==> src/rtl/rs_pkg.sv <==
// rs_pkg: shared types, defaults and GF(2^8) helpers for the RS syndrome stage.
//   - N_DEF / T_DEF / GF_POLY_DEF : default code geometry and field polynomial
//   - symbol_t                    : one 8-bit field element
//   - gf_xtime / gf_mul           : multiply by x, general multiply (mod poly)
//   - alpha_pow                   : alpha^j, used to elaborate constant multipliers
package rs_pkg;

  localparam int         N_DEF       = 15;
  localparam int         T_DEF       = 2;
  localparam logic [8:0] GF_POLY_DEF = 9'h11D;

  typedef logic [7:0] symbol_t;

  // Multiply by x; poly_lo is the field polynomial without its x^8 term.
  function automatic symbol_t gf_xtime(input symbol_t a, input symbol_t poly_lo);
    return {a[6:0], 1'b0} ^ (a[7] ? poly_lo : 8'h00);
  endfunction

  // Shift-and-add multiply. With one operand constant this folds to a
  // shallow XOR network.
  function automatic symbol_t gf_mul(input symbol_t a, input symbol_t b,
                                     input symbol_t poly_lo);
    symbol_t p;
    symbol_t aa;
    p  = '0;
    aa = a;
    for (int i = 0; i < 8; i++) begin
      if (b[i]) p = p ^ aa;
      aa = gf_xtime(aa, poly_lo);
    end
    return p;
  endfunction

  // alpha = x (0x02) is primitive for 0x11D.
  function automatic symbol_t alpha_pow(input int j, input symbol_t poly_lo);
    symbol_t r;
    r = 8'h01;
    for (int k = 0; k < j; k++) r = gf_xtime(r, poly_lo);
    return r;
  endfunction

endpackage

==> src/rtl/rs_syndrome_gf_mul_const.sv <==
// gf_mul_const: combinational multiply of an 8-bit field element by a
// constant fixed at elaboration time.
//   CONST - constant multiplier
//   POLY  - field polynomial, low 8 bits (x^8 implied)
//   a_i   - multiplicand
//   p_o   - a_i * CONST mod (x^8 + POLY)
module gf_mul_const
  import rs_pkg::*;
#(
  parameter symbol_t CONST = 8'h02,
  parameter symbol_t POLY  = 8'h1D
) (
  input  symbol_t a_i,
  output symbol_t p_o
);

  assign p_o = gf_mul(a_i, CONST, POLY);

endmodule

==> src/rtl/rs_syndrome.sv <==
// rs_syndrome: evaluates the received polynomial at alpha^1..alpha^2T by
// Horner accumulation, one symbol per valid cycle, highest degree first.
//   clk       - clock, rising edge
//   rst       - asynchronous active-high reset
//   in_valid  - in_data carries a received symbol
//   in_data   - received symbol
//   syn_valid - one-cycle pulse after the last symbol of a codeword
//   syn_out   - S_j in bits [8j-1:8j-8], j = 1..2T, held until next codeword
//   err_flag  - any syndrome nonzero, held with syn_out
//   busy      - codeword partially received
module rs_syndrome
  import rs_pkg::*;
#(
  parameter int         N       = N_DEF,
  parameter int         T       = T_DEF,
  parameter logic [8:0] GF_POLY = GF_POLY_DEF
) (
  input  logic            clk,
  input  logic            rst,
  input  logic            in_valid,
  input  logic [7:0]      in_data,
  output logic            syn_valid,
  output logic [16*T-1:0] syn_out,
  output logic            err_flag,
  output logic            busy
);

  localparam int             NSYN = 2 * T;
  localparam int             CW   = $clog2(N);
  localparam logic [CW-1:0]  LAST = CW'(N - 1);

  logic [CW-1:0]     sym_cnt_q, sym_cnt_d;
  symbol_t           acc_q [NSYN];
  symbol_t           acc_d [NSYN];
  symbol_t           mul_w [NSYN];
  logic [8*NSYN-1:0] syn_q, syn_d;
  logic              err_q, err_d;
  logic              valid_q, valid_d;

  logic first_sym;
  logic last_sym;

  assign first_sym = (sym_cnt_q == '0);
  assign last_sym  = in_valid && (sym_cnt_q == LAST);

  // acc index k holds S_(k+1), so its multiplier is alpha^(k+1).
  for (genvar k = 0; k < NSYN; k++) begin : g_mul
    gf_mul_const #(
      .CONST(alpha_pow(k + 1, GF_POLY[7:0])),
      .POLY (GF_POLY[7:0])
    ) u_mul (
      .a_i(acc_q[k]),
      .p_o(mul_w[k])
    );
  end

  always_comb begin
    sym_cnt_d = sym_cnt_q;
    acc_d     = acc_q;
    syn_d     = syn_q;
    err_d     = err_q;
    valid_d   = 1'b0;

    if (in_valid) begin
      sym_cnt_d = (sym_cnt_q == LAST) ? '0 : sym_cnt_q + CW'(1);
      for (int k = 0; k < NSYN; k++) begin
        // Symbol 0 overwrites rather than accumulates, so no clear cycle is
        // needed between back-to-back codewords.
        acc_d[k] = first_sym ? in_data : (mul_w[k] ^ in_data);
      end
    end

    // Capture the post-update accumulators so the result leaves one cycle
    // after the final symbol instead of two.
    if (last_sym) begin
      err_d   = 1'b0;
      for (int k = 0; k < NSYN; k++) begin
        syn_d[8*k +: 8] = acc_d[k];
        err_d           = err_d | (|acc_d[k]);
      end
      valid_d = 1'b1;
    end
  end

  always_ff @(posedge clk or posedge rst) begin
    if (rst) begin
      sym_cnt_q <= '0;
      for (int k = 0; k < NSYN; k++) acc_q[k] <= '0;
      syn_q     <= '0;
      err_q     <= 1'b0;
      valid_q   <= 1'b0;
    end else begin
      sym_cnt_q <= sym_cnt_d;
      for (int k = 0; k < NSYN; k++) acc_q[k] <= acc_d[k];
      syn_q     <= syn_d;
      err_q     <= err_d;
      valid_q   <= valid_d;
    end
  end

  assign syn_valid = valid_q;
  assign syn_out   = syn_q;
  assign err_flag  = err_q;
  assign busy      = ~first_sym;

endmodule

==> config.mk <==
export PLATFORM = sky130hd
export DESIGN_NAME = rs_syndrome
export DESIGN_NICKNAME = d
export VERILOG_FILES = /design/src/rtl/rs_pkg.sv /design/src/rtl/rs_syndrome_gf_mul_const.sv /design/src/rtl/rs_syndrome.sv
export SDC_FILE = /design/constraint.sdc
export NUM_CORES = 1
export LEC_CHECK = 0
export ABC_AREA = 0
export CAP_MARGIN = 25
export CORE_MARGIN = 8
export CORE_UTILIZATION = 50
export CTS_CLUSTER_SIZE = 40
export DETAILED_ROUTE_END_ITERATION = 6
export PLACE_DENSITY = 0.73
export SLEW_MARGIN = 20
export SYNTH_ARGS = -nofsm -noshare
export SYNTH_HDL_FRONTEND = slang
export SYNTH_SLANG_ARGS = --single-unit
==> constraint.sdc <==
create_clock -name clk -period 2.6 [get_ports clk]
set_clock_uncertainty 0.1 [all_clocks]
set_input_delay 0.52 -clock clk [delete_from_list [all_inputs] [get_ports clk]]
set_output_delay 0.52 -clock clk [all_outputs]
set_load 0.1 [all_outputs]
==> results of run 1 <==
## flip-flops by register name, summed over array words and instances (netlist names)
name	cells
acc_q	32
syn_out	32
sym_cnt_q	4
err_flag	1
syn_valid	1
## cells by family after synthesis
group           Yosys count  synth area share [%]
simple gates            165                  19.5
xor+xnor                 47                  12.8
flops                    70                  49.2
mux                       5                  1.48
compound gates           65                  11.7
buf+inv                  42                  5.41
## worst max-delay path, delay by kind of cell (launching register included)
family,cells,cell delay [ps]
xor+xnor,1,220
buf+inv,1,210
simple gates,3,830
compound gates,3,570
flops,1,450
## worst max-delay path by stage
stage,cells past startpoint,slack (ps),end
4_1_cts,8,0.5,err_flag
6_report,8,80,err_flag
3_3_place_gp,8,-110,err_flag
2_1_floorplan,9,80,err_flag
3_5_place_dp,7,-110,err_flag
5_1_grt,8,-80,err_flag
## routing by layer
layer	share of wire [%]	up-vias
met5	0	-
met4	2.7	0
met3	6.5	21
met2	46	94
met1	44	1443
li1	-	1453
## cell usage after synthesis (3+ instances only)
| cell | count | area, µm² |
|---|---|---|
| sky130_fd_sc_hd__buf_1 | 4 | 15.0 |
| sky130_fd_sc_hd__nor4_1 | 4 | 25.0 |
| sky130_fd_sc_hd__inv_1 | 8 | 30.0 |
| sky130_fd_sc_hd__o21ai_0 | 12 | 60.1 |
| sky130_fd_sc_hd__nor2_1 | 39 | 146 |
| sky130_fd_sc_hd__dfrtp_1 | 70 | 1750 |
| sky130_fd_sc_hd__buf_2 | 6 | 30.0 |
| sky130_fd_sc_hd__xor2_1 | 16 | 140 |
| sky130_fd_sc_hd__o41ai_1 | 8 | 70.1 |
| sky130_fd_sc_hd__a21oi_1 | 29 | 145 |
| sky130_fd_sc_hd__nand3_1 | 5 | 25.0 |
| sky130_fd_sc_hd__or3_1 | 4 | 25.0 |
| sky130_fd_sc_hd__xnor2_1 | 28 | 245 |
| sky130_fd_sc_hd__a31oi_1 | 4 | 25.0 |
| sky130_fd_sc_hd__mux2i_1 | 3 | 30.0 |
| sky130_fd_sc_hd__clkbuf_1 | 17 | 63.8 |
| sky130_fd_sc_hd__buf_4 | 3 | 22.5 |
| sky130_fd_sc_hd__nand2_1 | 103 | 387 |
## timing repair
item | 4_1_cts | 5_1_grt
endpoints found under the setup margin | 1 | 1
gates resized for setup | 3 | 17
setup buffers | 3 | 3
hold buffers | 0 | 0
pin swaps | 1 | 8
## area by class of cell
class                      count  area, µm²
tap                           96        120
clock inverter                 4       70.1
timing repair buffer         100        796
inverter                       9       33.8
multi-input combinational    282       1740
sequential                    70       1760
fill                         555       2160
clock buffer                  11        151
## metrics by stage
step	hold WS [ps]	setup WS [ps]	cells	instance area [µm²]
2_1_floorplan	406	79.0	394	3560
6_report	375	83.6	572	4670
3_3_place_gp	360	-111	552	4280
3_5_place_dp	363	-109	552	4280
5_1_grt	405	-79.4	572	4670
4_1_cts	381	0.549	570	4540
==> impl_summary.log, run 1 <==
[metrics] I/O Buffers: 45
[metrics] maximum frequency from static timing analysis: 397 MHz
[metrics] final hold viol count: 0
[metrics] Slew Viols, Final: 0
[metrics] type of the most critical hold path: register to register
[metrics] number of warnings issued by yosys: 0
[metrics] count of flip-flops with a built-in enable after synthesis: 0
[metrics] total via count after detailed routing: 3011
[metrics] flip-flop and latch count after synthesis: 70
[metrics] number of DRC markers after the initial detailed-route iteration: 150
[metrics] capturing element type of the critical path: register
[metrics] R2R cell count: 8
[metrics] most frequent cells in the layout: sky130_fd_sc_hd__nand2_1, sky130_fd_sc_hd__buf_4, sky130_fd_sc_hd__dfrtp_1, sky130_fd_sc_hd__nor2_1, sky130_fd_sc_hd__a21oi_1
[metrics] detailed-route wire length per cell: 16.6 µm
[metrics] die area: 10100 µm²
[metrics] launching element of the worst setup path: sym_cnt_q[1]
[metrics] number of DRC violations after detailed routing: 0
[metrics] data required time of the critical path: 2730 ps
[metrics] Final setup viols: 0
[metrics] met2 track utilization from global routing: 30.5%
[metrics] routability congestion estimate: 0.901
[metrics] chain of cells forming the critical path: buf_4 -> o41ai_4 -> xor2_1 -> a21oi_1 -> or4_4 -> nor4_4 -> and4_1 -> a31oi_1
[metrics] area grow syn2layout: 31.2%
[metrics] endpoint with the worst hold slack: syn_out[29]
[metrics] Post-synth ARST share: 100%
[metrics] post-layout util: 68.4%
[metrics] Worst Setup Start Kind: register
[metrics] share of the clock period used by the worst path after layout: 96.8%
[metrics] cell type of the slowest stage on the worst timing path: sky130_fd_sc_hd__dfrtp_2
[metrics] arrival time reported for the critical path endpoint: 2640 ps
[metrics] ANT cells: 0
[metrics] placeable core area: 6830 µm²
[metrics] number of library cell types mapped by synthesis: 39
[metrics] worst setup path class: register to register
[metrics] final global-route overflow total: 0
[metrics] TritonCTS clock tree: built
[metrics] worst reg2reg path startpoint: sym_cnt_q[1]
[metrics] number of cells traversed by the worst hold path: 2
[metrics] number of top-level pins: 46
[metrics] maximum number of buffers from clock root to sink: 2
[metrics] DR pass1 iterations: 5
[metrics] total global-route track usage: 19.3%
[metrics] maximum single-stage delay on the critical path: 450 ps
[metrics] cell area after synthesis: 3560 µm²
[metrics] global routing usage on met3: 5.40%
[metrics] number of H-tree branching levels: 3
[metrics] starting density of the core: 52.1%
[metrics] setup slack, reg-to-reg: 80 ps
[metrics] Inserted Clock Buffers: 9
[metrics] global routing usage on met1: 24.0%
[metrics] commonest non-fill, non-tap cell in the layout: sky130_fd_sc_hd__nand2_1
[metrics] Detailed Route WL: 9480 µm
[metrics] wire length of the first global-routing pass: 15300 µm
[metrics] number of rows in the core area: 30
[metrics] Net count, final: 483
[metrics] Setup TNS: 0 ps
[metrics] MaxCap Viol Count: 0
[metrics] TritonCTS Sinks: 70
[metrics] Tightest Pin Transition: 470 ps
[metrics] fraction of layout cells with a size suffix above 1: 27.5%
[metrics] Post-Synthesis Net Count: 405
[metrics] Root Buffer Master: sky130_fd_sc_hd__clkbuf_8
[metrics] initial antenna violation count: 0
[metrics] clock transition at the registers of the reported paths: 70 ps
[metrics] status: finished clean
[metrics] horizontal die dimension: 100 µm
[metrics] Vias per Instance: 5.26
[metrics] final worst path period need: 2520 ps
[metrics] critical hold path startpoint: syn_out[29]
[metrics] sequential share of the synthesized area: 49.2%
[metrics] mean instance size in the synthesized netlist: 9.04 µm²
[metrics] reg-to-reg endpoint: err_flag
[metrics] crit path max fanout: 9
[metrics] dpl hpwl: 6520 µm
[metrics] overall die height: 100 µm
[metrics] number of nets still failing antenna checks after routing: 0
[metrics] dominant synthesized flop cell: sky130_fd_sc_hd__dfrtp_1
[metrics] via count of the first global-routing pass: 3071
[metrics] normalized max-slew margin: 68.7%
[metrics] source-to-sink clock delay at the later pin of the worst-skew pair: 350 ps
[metrics] count of mapped cells out of synthesis: 394
[metrics] grt peak-use layer: met2
[metrics] maximum number of pins on one net before global-route repair: 71
Power of run 1 is not shown: default switching activity piles up to over one toggle a cycle in this logic, so the estimate is an artifact.
==> inputs of run 2 (changes only) <==
--- a/constraint.sdc
+++ b/constraint.sdc
@@ -4,2 +4,2 @@
 set_output_delay 0.52 -clock clk [all_outputs]
-set_load 0.1 [all_outputs]
+set_load 0.05 [all_outputs]
==> run 2 against run 1 <==
Net effect:
- maximum frequency shrank 2.3%
- worst setup slack worse by 59 ps
- utilization rose by 1.1 points
- sequential share of layout area shrank 0.58 points
- worst hold slack about the same
==> impl_summary.log, run 2 (same netlist as run 1, synthesis figures left out) <==
[metrics] Max IR drop VDD: 855 µV
[metrics] type of the most critical hold path: register to register
[metrics] detailed-route wire length per cell: 16.0 µm
[metrics] routability congestion estimate: 0.943
[metrics] cell type group with the largest total delay on the critical path: simple AND/OR/NAND/NOR gates
[metrics] Slew Viols, Final: 0
[metrics] Vias per Instance: 5.29
[metrics] R2R cell count: 9
[metrics] share of the clock period used by the worst path after layout: 99.1%
[metrics] number of nets still failing antenna checks after routing: 0
[metrics] number of rows in the core area: 30
[metrics] setup slack, reg-to-reg: 20 ps
[metrics] placeable core area: 6830 µm²
[metrics] Detailed Route WL: 9240 µm
[metrics] Worst Setup Start Kind: register
[metrics] leakage power figure: 0.00219 µW
[metrics] maximum frequency from static timing analysis: 388 MHz
[metrics] number of DRC violations after detailed routing: 0
[metrics] stages on the worst setup path: 9
[metrics] I/O Buffers: 45
[metrics] DR pass1 iterations: 4
[metrics] most frequent cells in the layout: sky130_fd_sc_hd__nand2_1, sky130_fd_sc_hd__dfrtp_1, sky130_fd_sc_hd__buf_4, sky130_fd_sc_hd__clkdlybuf4s50_1, sky130_fd_sc_hd__nor2_1
[metrics] capturing element type of the critical path: register
[metrics] TritonCTS Sinks: 70
[metrics] endpoint with the worst hold slack: syn_out[21]
[metrics] total global-route track usage: 19.2%
[metrics] number of H-tree branching levels: 3
[metrics] crit path max fanout: 7
[metrics] overall die height: 100 µm
[metrics] worst hold slack: 375 ps
[metrics] min setup slack post-route: 24.4 ps
[metrics] ANT cells: 0
[metrics] area grow syn2layout: 33.2%
[metrics] final hold viol count: 0
[metrics] final global-route overflow total: 0
[metrics] maximum single-stage delay on the critical path: 470 ps
[metrics] arrival time reported for the critical path endpoint: 2690 ps
[metrics] number of cells traversed by the worst hold path: 2
[metrics] number of hold buffers added after cts: 0
[metrics] reg-to-reg endpoint: err_flag
[metrics] status: finished clean
[metrics] commonest non-fill, non-tap cell in the layout: sky130_fd_sc_hd__nand2_1
[metrics] number of DRC markers after the initial detailed-route iteration: 175
[metrics] data required time of the critical path: 2720 ps
[metrics] worst setup path class: register to register
[metrics] maximum number of pins on one net before global-route repair: 71
[metrics] Final setup viols: 0
[metrics] total via count after detailed routing: 3054
[metrics] fraction of layout cells with a size suffix above 1: 21.4%
[metrics] source-to-sink clock delay at the later pin of the worst-skew pair: 340 ps
[metrics] final worst path period need: 2580 ps
[metrics] chain of cells forming the critical path: buf_4 -> o41ai_4 -> xor2_1 -> a21oi_2 -> nor4_1 -> nor4bb_2 -> buf_4 -> and4_1 -> a31oi_1
[metrics] MaxCap Viol Count: 0
[metrics] Tightest Pin Transition: 529 ps
[metrics] wire length of the first global-routing pass: 15300 µm
[metrics] Pwr per Cell Area: 1470 nW/µm²
[metrics] maximum number of buffers from clock root to sink: 2
[metrics] normalized max-slew margin: 64.6%
[metrics] initial antenna violation count: 0
[metrics] cell type with the highest occurrence count on the critical path: sky130_fd_sc_hd__buf_4
[metrics] cell type of the slowest stage on the worst timing path: sky130_fd_sc_hd__dfrtp_2
[metrics] die area: 10100 µm²
[metrics] number of top-level pins: 46
[metrics] Inserted Clock Buffers: 9
[metrics] Root Buffer Master: sky130_fd_sc_hd__clkbuf_8
[metrics] Net count, final: 488
[metrics] worst reg2reg path startpoint: sym_cnt_q[1]
[metrics] dpl hpwl: 6580 µm
[metrics] TritonCTS clock tree: built
[metrics] clock transition at the registers of the reported paths: 70 ps
[metrics] starting density of the core: 52.1%
[metrics] critical hold path startpoint: syn_out[21]
[metrics] CP Buf/Inv Count: 2
[metrics] pre-CTS setup slack: -84.2 ps
[metrics] via count of the first global-routing pass: 3047
[metrics] horizontal die dimension: 100 µm
## run 2: changes by cell type in the layout (fill, tap and decap cells not counted), moves of 2 or more
cell / change
sky130_fd_sc_hd__a21oi_1: -2
sky130_fd_sc_hd__buf_4: -29
sky130_fd_sc_hd__bufinv_16: -2
sky130_fd_sc_hd__clkdlybuf4s50_1: +34
sky130_fd_sc_hd__clkbuf_1: +3
sky130_fd_sc_hd__a21oi_2: +2
## run 2: worst max path at each step
| stage | start | endpoint | slack [ps] |
|---|---|---|---|
| after floorplan | rst | acc_q[0] | 210 |
| after global placement | sym_cnt_q[0] | err_flag | -90 |
| after detailed placement | in_data[7] | err_flag | -80 |
| after CTS | sym_cnt_q[2] | err_flag | 0.05 |
| after global routing | sym_cnt_q[1] | err_flag | -80 |
| final | sym_cnt_q[1] | err_flag | 20 |
## run 2: per-layer routing
metal  vias up  routed length, µm  track usage (%)
met3        21                484             4.78
met2        80               4380             31.2
met5         -                  0                0
met4         0                216             6.74
met1      1484               4170             24.1
li1       1469                  -                -
## run 2: cell type report
type                       instances  area (µm²)
clock buffer                      14         163
clock inverter                     1        5.00
fill                             548        2090
inverter                           9        33.8
multi-input combinational        282        1750
sequential                        70        1760
tap                               96         120
timing repair buffer             105         918
## run 2: stage by stage
step	std cells	setup TNS, ps	total power, µW	cell area (µm²)	utilization, %
after global placement	555	-93.1	5820	4390	64.2
after detailed placement	555	-84.2	5910	4390	64.2
after global routing	577	-79.3	7390	4740	69.5
after floorplan	394	0	4670	3560	-
final	577	0	6960	4740	69.5
after CTS	572	0	6760	4590	67.1
## run 2: worst register-to-register path, cell delays in order, from the launching register on
cell	delay, ps
sky130_fd_sc_hd__dfrtp_2	470
sky130_fd_sc_hd__buf_4	200
sky130_fd_sc_hd__o41ai_4	350
sky130_fd_sc_hd__xor2_1	220
sky130_fd_sc_hd__a21oi_2	90
sky130_fd_sc_hd__nor4_1	300
sky130_fd_sc_hd__nor4bb_2	310
sky130_fd_sc_hd__buf_4	160
sky130_fd_sc_hd__and4_1	170
sky130_fd_sc_hd__a31oi_1	70
## run 2: timing repair
item                                    CTS  global route
pin swaps                                 1             9
endpoints found under the setup margin    1             1
setup buffers                             2             5
gates resized for setup                   3            20
## run 2: power breakdown
group | internal (µW) | switching [µW]
sequential | 1580 | 500
clock | 394 | 391
combinational | 1820 | 2280
No activity file was read; power rests on OpenSTA's default activity.
==> inputs of run 3 (changes only) <==
CAP_MARGIN = 20   (was 25)
==> results of run 3 <==
Same layout as run 2: the final DEF is identical, and so are final timing and power.
